File: config.mk
export PLATFORM = sky130hd
export DESIGN_NAME = mips_bus_sequencer
export DESIGN_NICKNAME = d
export VERILOG_FILES = /design/src/rtl/mips_pkg.sv /design/src/rtl/mips_bus_sequencer.sv
export SDC_FILE = /design/constraint.sdc
export NUM_CORES = 1
export LEC_CHECK = 0
export CAP_MARGIN = 20
export CORE_MARGIN = 5
export CORE_UTILIZATION = 30
export CTS_BUF_LIST = sky130_fd_sc_hd__clkbuf_4
export DETAILED_ROUTE_END_ITERATION = 10
export DONT_BUFFER_PORTS = 1
export PLACE_DENSITY = 0.42
export SYNTH_ARGS = -nofsm -noshare
export SYNTH_HDL_FRONTEND = slang
export SYNTH_SLANG_ARGS = --single-unit
export TNS_END_PERCENT = 20
File: constraint.sdc
create_clock -name clk -period 2.1 [get_ports clk]
set_input_delay 0.42 -clock clk [delete_from_list [all_inputs] [get_ports clk]]
set_output_delay 0.42 -clock clk [all_outputs]
set_load 0.005 [all_outputs]
File: src/rtl/mips_pkg.sv
// Shared definitions for the MIPS core: sequencer state encoding and
// the default boot and halt addresses.
package mips_pkg;

  typedef enum logic [2:0] {
    FETCH  = 3'd0,
    EXEC   = 3'd1,
    MEM    = 3'd2,
    COMMIT = 3'd3,
    HALT   = 3'd4
  } state_t;

  localparam logic [31:0] DEFAULT_RESET_VECTOR = 32'hBFC00000;
  localparam logic [31:0] DEFAULT_HALT_ADDR    = 32'h00000000;

endpackage

File: src/rtl/mips_bus_sequencer.sv
// Multi-cycle MIPS bus sequencer: fetches an instruction, optionally performs
// one load/store, commits the next PC, and stops when the halt address is reached.
module mips_bus_sequencer
  import mips_pkg::*;
#(
  parameter logic [31:0] RESET_VECTOR = DEFAULT_RESET_VECTOR,
  parameter logic [31:0] HALT_ADDR    = DEFAULT_HALT_ADDR,
  parameter int unsigned CNT_W        = 32
) (
  input  logic             clk,
  input  logic             reset,
  input  logic             clk_enable,
  output logic [31:0]      address,
  output logic             read,
  output logic             write,
  input  logic             waitrequest,
  output logic [3:0]       byteenable,
  output logic [31:0]      writedata,
  input  logic [31:0]      readdata,
  output logic [31:0]      pc,
  output logic [31:0]      instr,
  input  logic [31:0]      pc_next,
  input  logic             mem_req,
  input  logic             mem_we,
  input  logic [31:0]      mem_addr,
  input  logic [31:0]      mem_wdata,
  input  logic [3:0]       mem_be,
  output logic [31:0]      mem_rdata,
  output logic             reg_commit,
  output logic             active,
  output logic [CNT_W-1:0] instret
);

  state_t             r_state;
  logic [31:0]        r_pc;
  logic [31:0]        r_instr;
  logic [31:0]        r_mem_rdata;
  logic [CNT_W-1:0]   r_instret;
  logic               r_active;
  logic               r_reg_commit;
  logic               r_read;
  logic               r_write;
  logic [31:0]        r_address;
  logic [3:0]         r_be;
  logic [31:0]        r_wdata;

  logic               w_done;
  logic               w_unused_addr_lsbs;

  // Requests are only ever raised in FETCH/MEM, so this is the completion strobe.
  assign w_done             = (r_read | r_write) & ~waitrequest;
  assign w_unused_addr_lsbs = ^mem_addr[1:0];

  always_ff @(posedge clk) begin
    if (reset) begin
      r_state      <= FETCH;
      r_pc         <= RESET_VECTOR;
      r_instr      <= '0;
      r_mem_rdata  <= '0;
      r_instret    <= '0;
      r_active     <= 1'b1;
      r_reg_commit <= 1'b0;
      r_read       <= 1'b1;
      r_write      <= 1'b0;
      r_address    <= {RESET_VECTOR[31:2], 2'b00};
      r_be         <= 4'hF;
      r_wdata      <= '0;
    end else if (clk_enable) begin
      case (r_state)
        FETCH: begin
          if (w_done) begin
            r_instr <= readdata;
            r_read  <= 1'b0;
            r_state <= EXEC;
          end
        end
        EXEC: begin
          if (mem_req) begin
            r_read    <= ~mem_we;
            r_write   <= mem_we;
            r_address <= {mem_addr[31:2], 2'b00};
            r_be      <= mem_be;
            r_wdata   <= mem_wdata;
            r_state   <= MEM;
          end else begin
            r_reg_commit <= 1'b1;
            r_state      <= COMMIT;
          end
        end
        MEM: begin
          if (w_done) begin
            if (r_read) r_mem_rdata <= readdata;
            r_read       <= 1'b0;
            r_write      <= 1'b0;
            r_reg_commit <= 1'b1;
            r_state      <= COMMIT;
          end
        end
        COMMIT: begin
          r_reg_commit <= 1'b0;
          r_pc         <= pc_next;
          r_instret    <= r_instret + CNT_W'(1);
          if (pc_next == HALT_ADDR) begin
            r_active <= 1'b0;
            r_state  <= HALT;
          end else begin
            // Pre-load the fetch request so it is on the bus the cycle FETCH starts.
            r_read    <= 1'b1;
            r_address <= {pc_next[31:2], 2'b00};
            r_be      <= 4'hF;
            r_state   <= FETCH;
          end
        end
        HALT: begin
          r_state <= HALT;
        end
        default: begin
          r_state <= FETCH;
        end
      endcase
    end
  end

  assign address    = r_address;
  assign read       = r_read;
  assign write      = r_write;
  assign byteenable = r_be;
  assign writedata  = r_wdata;
  assign pc         = r_pc;
  assign instr      = r_instr;
  assign mem_rdata  = r_mem_rdata;
  assign reg_commit = r_reg_commit;
  assign active     = r_active;
  assign instret    = r_instret;

endmodule

==> results.sh, run 1 <==
export IMPL_tightest_slew_ns=0.506
export IMPL_layout_cell_area_non_filler_mm2=0.0109
export IMPL_finalSetupViolations=0
export IMPL_core_area_mm2=0.0277
export IMPL_rsz0062_at_grt="true"
export IMPL_synthMuxAreaShare=0.0293
export IMPL_ant_nets=0
export IMPL_post_drt_wl_per_cell_um=19.2
export IMPL_drv_cap=0
export IMPL_violations="hold timing"
export IMPL_grt_max_degree=162
export IMPL_cp_end_kind="flip-flop"
export IMPL_crit_path_end="instret[21]$_SDFFE_PP0P_"
export IMPL_die_w_um=177
export IMPL_min_period_ns=2.02
export IMPL_fillCellCount=2926
export IMPL_arrival_ns=2.59
export IMPL_critPathKind="reg -> reg"
export IMPL_status="finished, violations left"
export IMPL_reg2reg_slack_ns=0.08
export IMPL_ys_seq_area_frac=0.478
export IMPL_post_cts_buffers=0
export IMPL_synth_top_family_by_area="simple AND/OR/NAND/NOR gates"
export IMPL_place_congestion=0.758
export IMPL_crit_fanout=18
export IMPL_avgSynthCellArea_um2=7.98
export IMPL_synth_edf_count=0
export IMPL_finClkSkew_ns=0.0347
export IMPL_synthSimpleGateAreaFrac=0.261
export IMPL_leakagePower_nw=3.82
export IMPL_placed_cell_area_mm2=0.00910
export IMPL_io_pins=338
export IMPL_drv_slew=0
export IMPL_required_ns=2.68
export IMPL_synth_fa_ha_area_frac=0.00149
export IMPL_whs_ns=-0.199
export IMPL_slew_headroom=0.660
export IMPL_p_clk_frac=0.444
export IMPL_async_reset_ff_frac=0
export IMPL_initial_core_util=0.304
export IMPL_area_growth_pct=29.8
export IMPL_cts_buffers=59
export IMPL_grt_remaining_overflow=0
export IMPL_clockBufferDepth=3
export IMPL_cts_sinks=201
export IMPL_grt_first_pass_wirelength_um=46600
export IMPL_dpl_hpwl_um=20100
export IMPL_grt_pass1_vias=8005
export IMPL_finalWirelength_um=31000
export IMPL_hold_viol=57
export IMPL_power_switching_w=0.00203
export IMPL_fmax_ghz=0.496
export IMPL_reg2reg_to="instret[21]$_SDFFE_PP0P_"
export IMPL_clk_pin_slew_ns=0.06
export IMPL_dieArea_mm2=0.0315
export IMPL_sw_frac_of_total=0.250
export IMPL_port_buffers=0
export IMPL_power_density_mw_per_mm2=742
export IMPL_hold_path_class="in -> reg"
export IMPL_via_count=8189
export IMPL_num_rows=61
export IMPL_register_area_mm2=0.00402
export IMPL_fin_crit_sh=0.960
export IMPL_routed_via_density=5.08
export IMPL_totalNegativeSetupSlack_ns=0
export IMPL_drive_gt1_frac=0.152
export IMPL_ir_worst_vdd_v=0.000318
export IMPL_multi_input_area_mm2=0.00408
export IMPL_cts_root_buf="clkbuf_4"
export IMPL_grtUsageTotal=0.184
export IMPL_dr_pass1_iters=4
export IMPL_ys_types=51
export IMPL_ys_warn_count=0
export IMPL_cts_tree="yes"
export IMPL_fp_dieH_um=177
export IMPL_synth_cells=1054
export IMPL_drt_iter0_drc=371
export IMPL_nets=1334
export IMPL_worstSkewPairLatency_ns=0.69
export IMPL_r2r_cells=5
export IMPL_power_w=0.00810
export IMPL_crit_start="r_state[2]$_SDFFE_PP0P_"
export IMPL_synth_ff_type="dfxtp_1"
export IMPL_r2r_start="r_state[2]$_SDFFE_PP0P_"
export IMPL_synth_xor_area_frac=0.00937
export IMPL_cts_max_level=2
export IMPL_drc=0
export IMPL_comb_power_share=0.065
export IMPL_utilization=0.394
export IMPL_internal_power_w=0.00608
export IMPL_synth_compound_area_share=0.177
export IMPL_synth_area_mm2=0.00841
export IMPL_antenna_found_initial=1
export IMPL_power_frac_seq=0.491
export IMPL_critPathLaunchType="flip-flop"
export IMPL_ys_seq_elements=201
critical path, cell delays in order (launching register included):
cell and delay [ns]:
dfxtp_1 0.31, nand3b_2 0.24, or4_4 0.55, buf_6 0.17, or4_1 0.50, a21oi_1 0.15
synthesized netlist by cell type (all sizes together), types with 15 or more instances:
library cell	number	area share
a21oi	148	0.088
a22oi	21	0.019
buf	15	0.0091
clkbuf	70	0.031
dfxtp	201	0.48
mux2	21	0.028
nand2	316	0.14
nand3	19	0.011
nand4	32	0.024
nor2	22	0.0098
nor4	19	0.014
o211ai	22	0.020
o31ai	16	0.014
or4	20	0.018
metal layers:
| metal | GRT usage | wire, um | vias up |
|---|---|---|---|
| met5 | 0 | 0 | - |
| met4 | 0.0509 | 667 | 0 |
| met3 | 0.0905 | 3640 | 56 |
| met2 | 0.289 | 14200 | 297 |
| met1 | 0.223 | 12500 | 3795 |
| li1 | - | - | 4041 |
worst min-delay path by stage:
stage / start / to / slack, ns / cells after the start
4_1_cts: reset / pc[13]$_SDFFE_PP0P_ / -0.27 / 1
2_1_floorplan: active$_SDFFE_PP1P_ / active$_SDFFE_PP1P_ / 0.45 / 1
5_1_grt: reset / pc[13]$_SDFFE_PP0P_ / -0.27 / 1
3_3_place_gp: mem_rdata[3]$_SDFFE_PP0P_ / mem_rdata[3]$_SDFFE_PP0P_ / 0.46 / 2
6_report: reset / pc[13]$_SDFFE_PP0P_ / -0.20 / 1
3_5_place_dp: instr[29]$_SDFFE_PP0P_ / instr[29]$_SDFFE_PP0P_ / 0.47 / 2
sequential cells by signal, summed over array words and instances (netlist names):
| signal | cells |
|---|---|
| pc | 32 |
| instr | 32 |
| writedata | 32 |
| write | 1 |
| mem_rdata | 32 |
| read | 1 |
| active | 1 |
| reg_commit | 1 |
| address | 30 |
| instret | 32 |
| byteenable | 4 |
| r_state | 3 |
layout make-up:
cell class,instances,area share
Timing Repair Buffer,164,0.148
Tap cell,378,0.0433
Multi-Input combinational cell,763,0.373
Clock buffer,90,0.0619
Sequential cell,201,0.368
Inverter,6,0.00206
Clock inverter,9,0.00309
Antenna cell,1,0.000229
cells by family after synthesis:
group / Yosys count
simple gates: 477
compound gates: 252
flops: 201
buf+inv: 91
mux: 22
xor+xnor: 9
fa+ha+maj: 1
other cells: 1
metrics by stage:
step           setup slack (ns)  instances
2_1_floorplan            0.0474       1055
3_3_place_gp              0.107       1404
3_5_place_dp             0.0971       1404
4_1_cts                  0.0207       1574
5_1_grt                 -0.0214       1612
6_report                 0.0834       1612
power by group through the flow:
| stage | clock network, W | registers, W | logic [W] |
|---|---|---|---|
| floorplan | 0 | 0.00404 | 0.000289 |
| global placement | 0 | 0.00407 | 0.000347 |
| detailed placement | 0 | 0.00407 | 0.000350 |
| CTS | 0.00377 | 0.00398 | 0.000459 |
| global route | 0.00397 | 0.00399 | 0.000581 |
| finish | 0.00360 | 0.00398 | 0.000524 |
cell usage in the layout, fill, tap and decap left out, types with 3 or more instances in the layout:
cell type / n
xor2_1: 4
o41ai_1: 3
a21oi_1: 147
o311ai_0: 4
nor2b_1: 3
nor3_1: 5
nand4_1: 32
dlygate4sd3_1: 108
or3_1: 4
o21ai_0: 13
a22oi_1: 21
inv_2: 4
mux2_2: 21
or4_1: 18
buf_12: 8
buf_4: 44
and4_1: 7
nand2_1: 316
nor4_1: 17
o31ai_1: 16
nand3_1: 19
xnor2_1: 5
nor2_2: 3
nand2b_1: 3
a211oi_1: 9
nor2_1: 19
o22ai_1: 9
inv_1: 5
o211ai_1: 22
buf_6: 4
dfxtp_1: 201
and3_1: 12
clkbuf_4: 90
clkinv_1: 6
timing repair:
| action | in CTS | in global routing |
|---|---|---|
| endpoints found under the setup margin | 0 | 11 |
| hold endpoints to repair | 200 | 142 |
| resized for setup | 0 | 10 |
| hold buffers | 71 | 37 |
No activity file was read; power rests on OpenSTA's default activity.
==> run 2: changes to the inputs <==
Settings changed: CTS_CLUSTER_SIZE set to 30, PLACE_DENSITY 0.42 to 0.41, TNS_END_PERCENT 20 to 100.
Clock period 2.1 ns to 2.3 ns, I/O delays scaled along.
==> results.sh, run 2 (synthesis gave the netlist of run 1 again) <==
export IMPL_cts_buffers=56
export IMPL_ant_nets=0
export IMPL_clk_pin_slew_ns=0.06
export IMPL_fmax_ghz=0.472
export IMPL_whs_ns=0.0708
export IMPL_ir_worst_vdd_v=0.000322
export IMPL_nets=1342
export IMPL_final_cell_mix="nand2_1, dfxtp_1, a21oi_1, dlygate4sd3_1, clkbuf_4"
export IMPL_drv_slew=0
export IMPL_critPathLaunchType="flip-flop"
export IMPL_dr_pass1_iters=4
export IMPL_min_period_ns=2.12
export IMPL_min_to="address[28]$_SDFFE_PP1P_"
export IMPL_critPathKind="reg -> reg"
export IMPL_leakagePower_nw=3.89
export IMPL_required_ns=2.90
export IMPL_dieArea_mm2=0.0315
export IMPL_grt_first_pass_wirelength_um=47500
export IMPL_finalWirelength_um=31200
export IMPL_io_pins=338
export IMPL_totalNegativeSetupSlack_ns=0
export IMPL_fin_cells=1617
export IMPL_via_count=8262
export IMPL_slew_headroom=0.620
export IMPL_die_w_um=177
export IMPL_hold_path_class="in -> reg"
export IMPL_placedCellCount=1390
export IMPL_num_rows=61
export IMPL_core_area_mm2=0.0277
export IMPL_fp_dieH_um=177
export IMPL_grt_max_degree=116
export IMPL_utilization=0.396
export IMPL_crit_fanout=20
export IMPL_cts_root_buf="clkbuf_4"
export IMPL_grt_remaining_overflow=0
export IMPL_drv_cap=0
export IMPL_arrival_ns=2.72
export IMPL_grt_pass1_vias=8188
export IMPL_reg2reg_slack_ns=0.18
export IMPL_antenna_found_initial=3
export IMPL_place_congestion=0.763
export IMPL_cts_tree="yes"
export IMPL_whs_path_depth=2
export IMPL_drive_gt1_frac=0.135
export IMPL_worstSkewPairLatency_ns=0.66
export IMPL_port_buffers=0
export IMPL_fin_crit_sh=0.922
export IMPL_cp_end_kind="flip-flop"
export IMPL_finalSetupViolations=0
export IMPL_clockBufferDepth=3
export IMPL_drc=0
export IMPL_r2r_start="r_state[1]$_SDFFE_PP0P_"
export IMPL_grtUsageTotal=0.187
export IMPL_cts_max_level=2
export IMPL_power_density_mw_per_mm2=671
export IMPL_dpl_hpwl_um=20200
export IMPL_final_common_cell="nand2_1"
export IMPL_initial_core_util=0.304
export IMPL_power_w=0.00736
export IMPL_hold_start="mem_addr[28]"
export IMPL_cts_sinks=201
export IMPL_hold_viol=0
export IMPL_status="completed"
export IMPL_routed_via_density=5.11
export IMPL_finClkSkew_ns=0.0280
export IMPL_area_growth_pct=30.4
export IMPL_reg2reg_to="pc[21]$_SDFFE_PP0P_"
export IMPL_drt_iter0_drc=453
export IMPL_rsz0062_at_grt="false"
export IMPL_post_drt_wl_per_cell_um=19.3
export IMPL_tightest_slew_ns=0.564
export IMPL_r2r_cells=6
-- run 2: changes by cell type in the layout (fill, tap and decap cells not counted), moves of 2 or more --
cell / before / now
clkbuf_4: 90 / 84
buf_12: 8 / 3
inv_2: 4 / 2
or4_4: 2 / 0
buf_4: 44 / 40
or4_1: 18 / 20
dlygate4sd3_1: 108 / 130
buf_6: 4 / 1
-- run 2: worst max-delay path by stage --
stage                                  startpoint                          to  slack (ns)  cells after the start
after CTS                 r_state[1]$_SDFFE_PP0P_         pc[17]$_SDFFE_PP0P_        0.02                      7
after floorplan                        clk_enable    instret[21]$_SDFFE_PP0P_        0.21                      6
after detailed placement  instret[2]$_SDFFE_PP0P_    instret[31]$_SDFFE_PP0P_        0.18                      4
after global routing      r_state[0]$_SDFFE_PP0P_  writedata[16]$_SDFFE_PP0P_       0.009                      7
final                     r_state[1]$_SDFFE_PP0P_         pc[21]$_SDFFE_PP0P_        0.18                      6
after global placement                pc_next[26]    address[25]$_SDFFE_PP1P_        0.20                      5
-- run 2: area by class of cell --
cell class,count,area [um2]
clock buffer,84,631
multi-input combinational,763,4060
clock inverter,9,61.3
antenna,1,2.50
fill,2908,16700
timing repair buffer,175,1700
inverter,6,22.5
sequential,201,4020
tap,378,473
-- run 2: per-stage QoR --
| step | setup slack, ns | cell area (um2) |
|---|---|---|
| detailed placement | 0.181 | 8930 |
| floorplan | 0.207 | 8420 |
| finish | 0.180 | 11000 |
| global route | 0.00934 | 11000 |
| global placement | 0.196 | 8930 |
| CTS | 0.0154 | 10900 |
-- run 2: power breakdown --
| part | total [W] | internal (W) | switching, W |
|---|---|---|---|
| registers | 0.00364 | 0.00356 | 0.0000792 |
| clock network | 0.00323 | 0.00175 | 0.00148 |
| logic | 0.000493 | 0.000238 | 0.000255 |
| total | 0.00736 | 0.00555 | 0.00182 |
-- run 2: metal layers --
| metal | wire, um | global-route usage |
|---|---|---|
| met1 | 12600 | 0.231 |
| met3 | 3410 | 0.0795 |
| met2 | 14500 | 0.300 |
| met4 | 693 | 0.0535 |
| met5 | 27 | 0 |
-- run 2: worst max-delay path: stages (launching register included) --
cell and delay (ns):
dfxtp_1 0.35, buf_4 0.24, and4b_2 0.38, buf_4 0.26, nand2_1 0.12, a21oi_1 0.14
dlygate4sd3_1 0.56
-- run 2: timing repair --
action,in CTS,in global routing
endpoints found under the hold margin,191,0
gates resized for setup,0,4
hold buffers,131,0
setup endpoints to repair,0,39
setup buffers,0,2
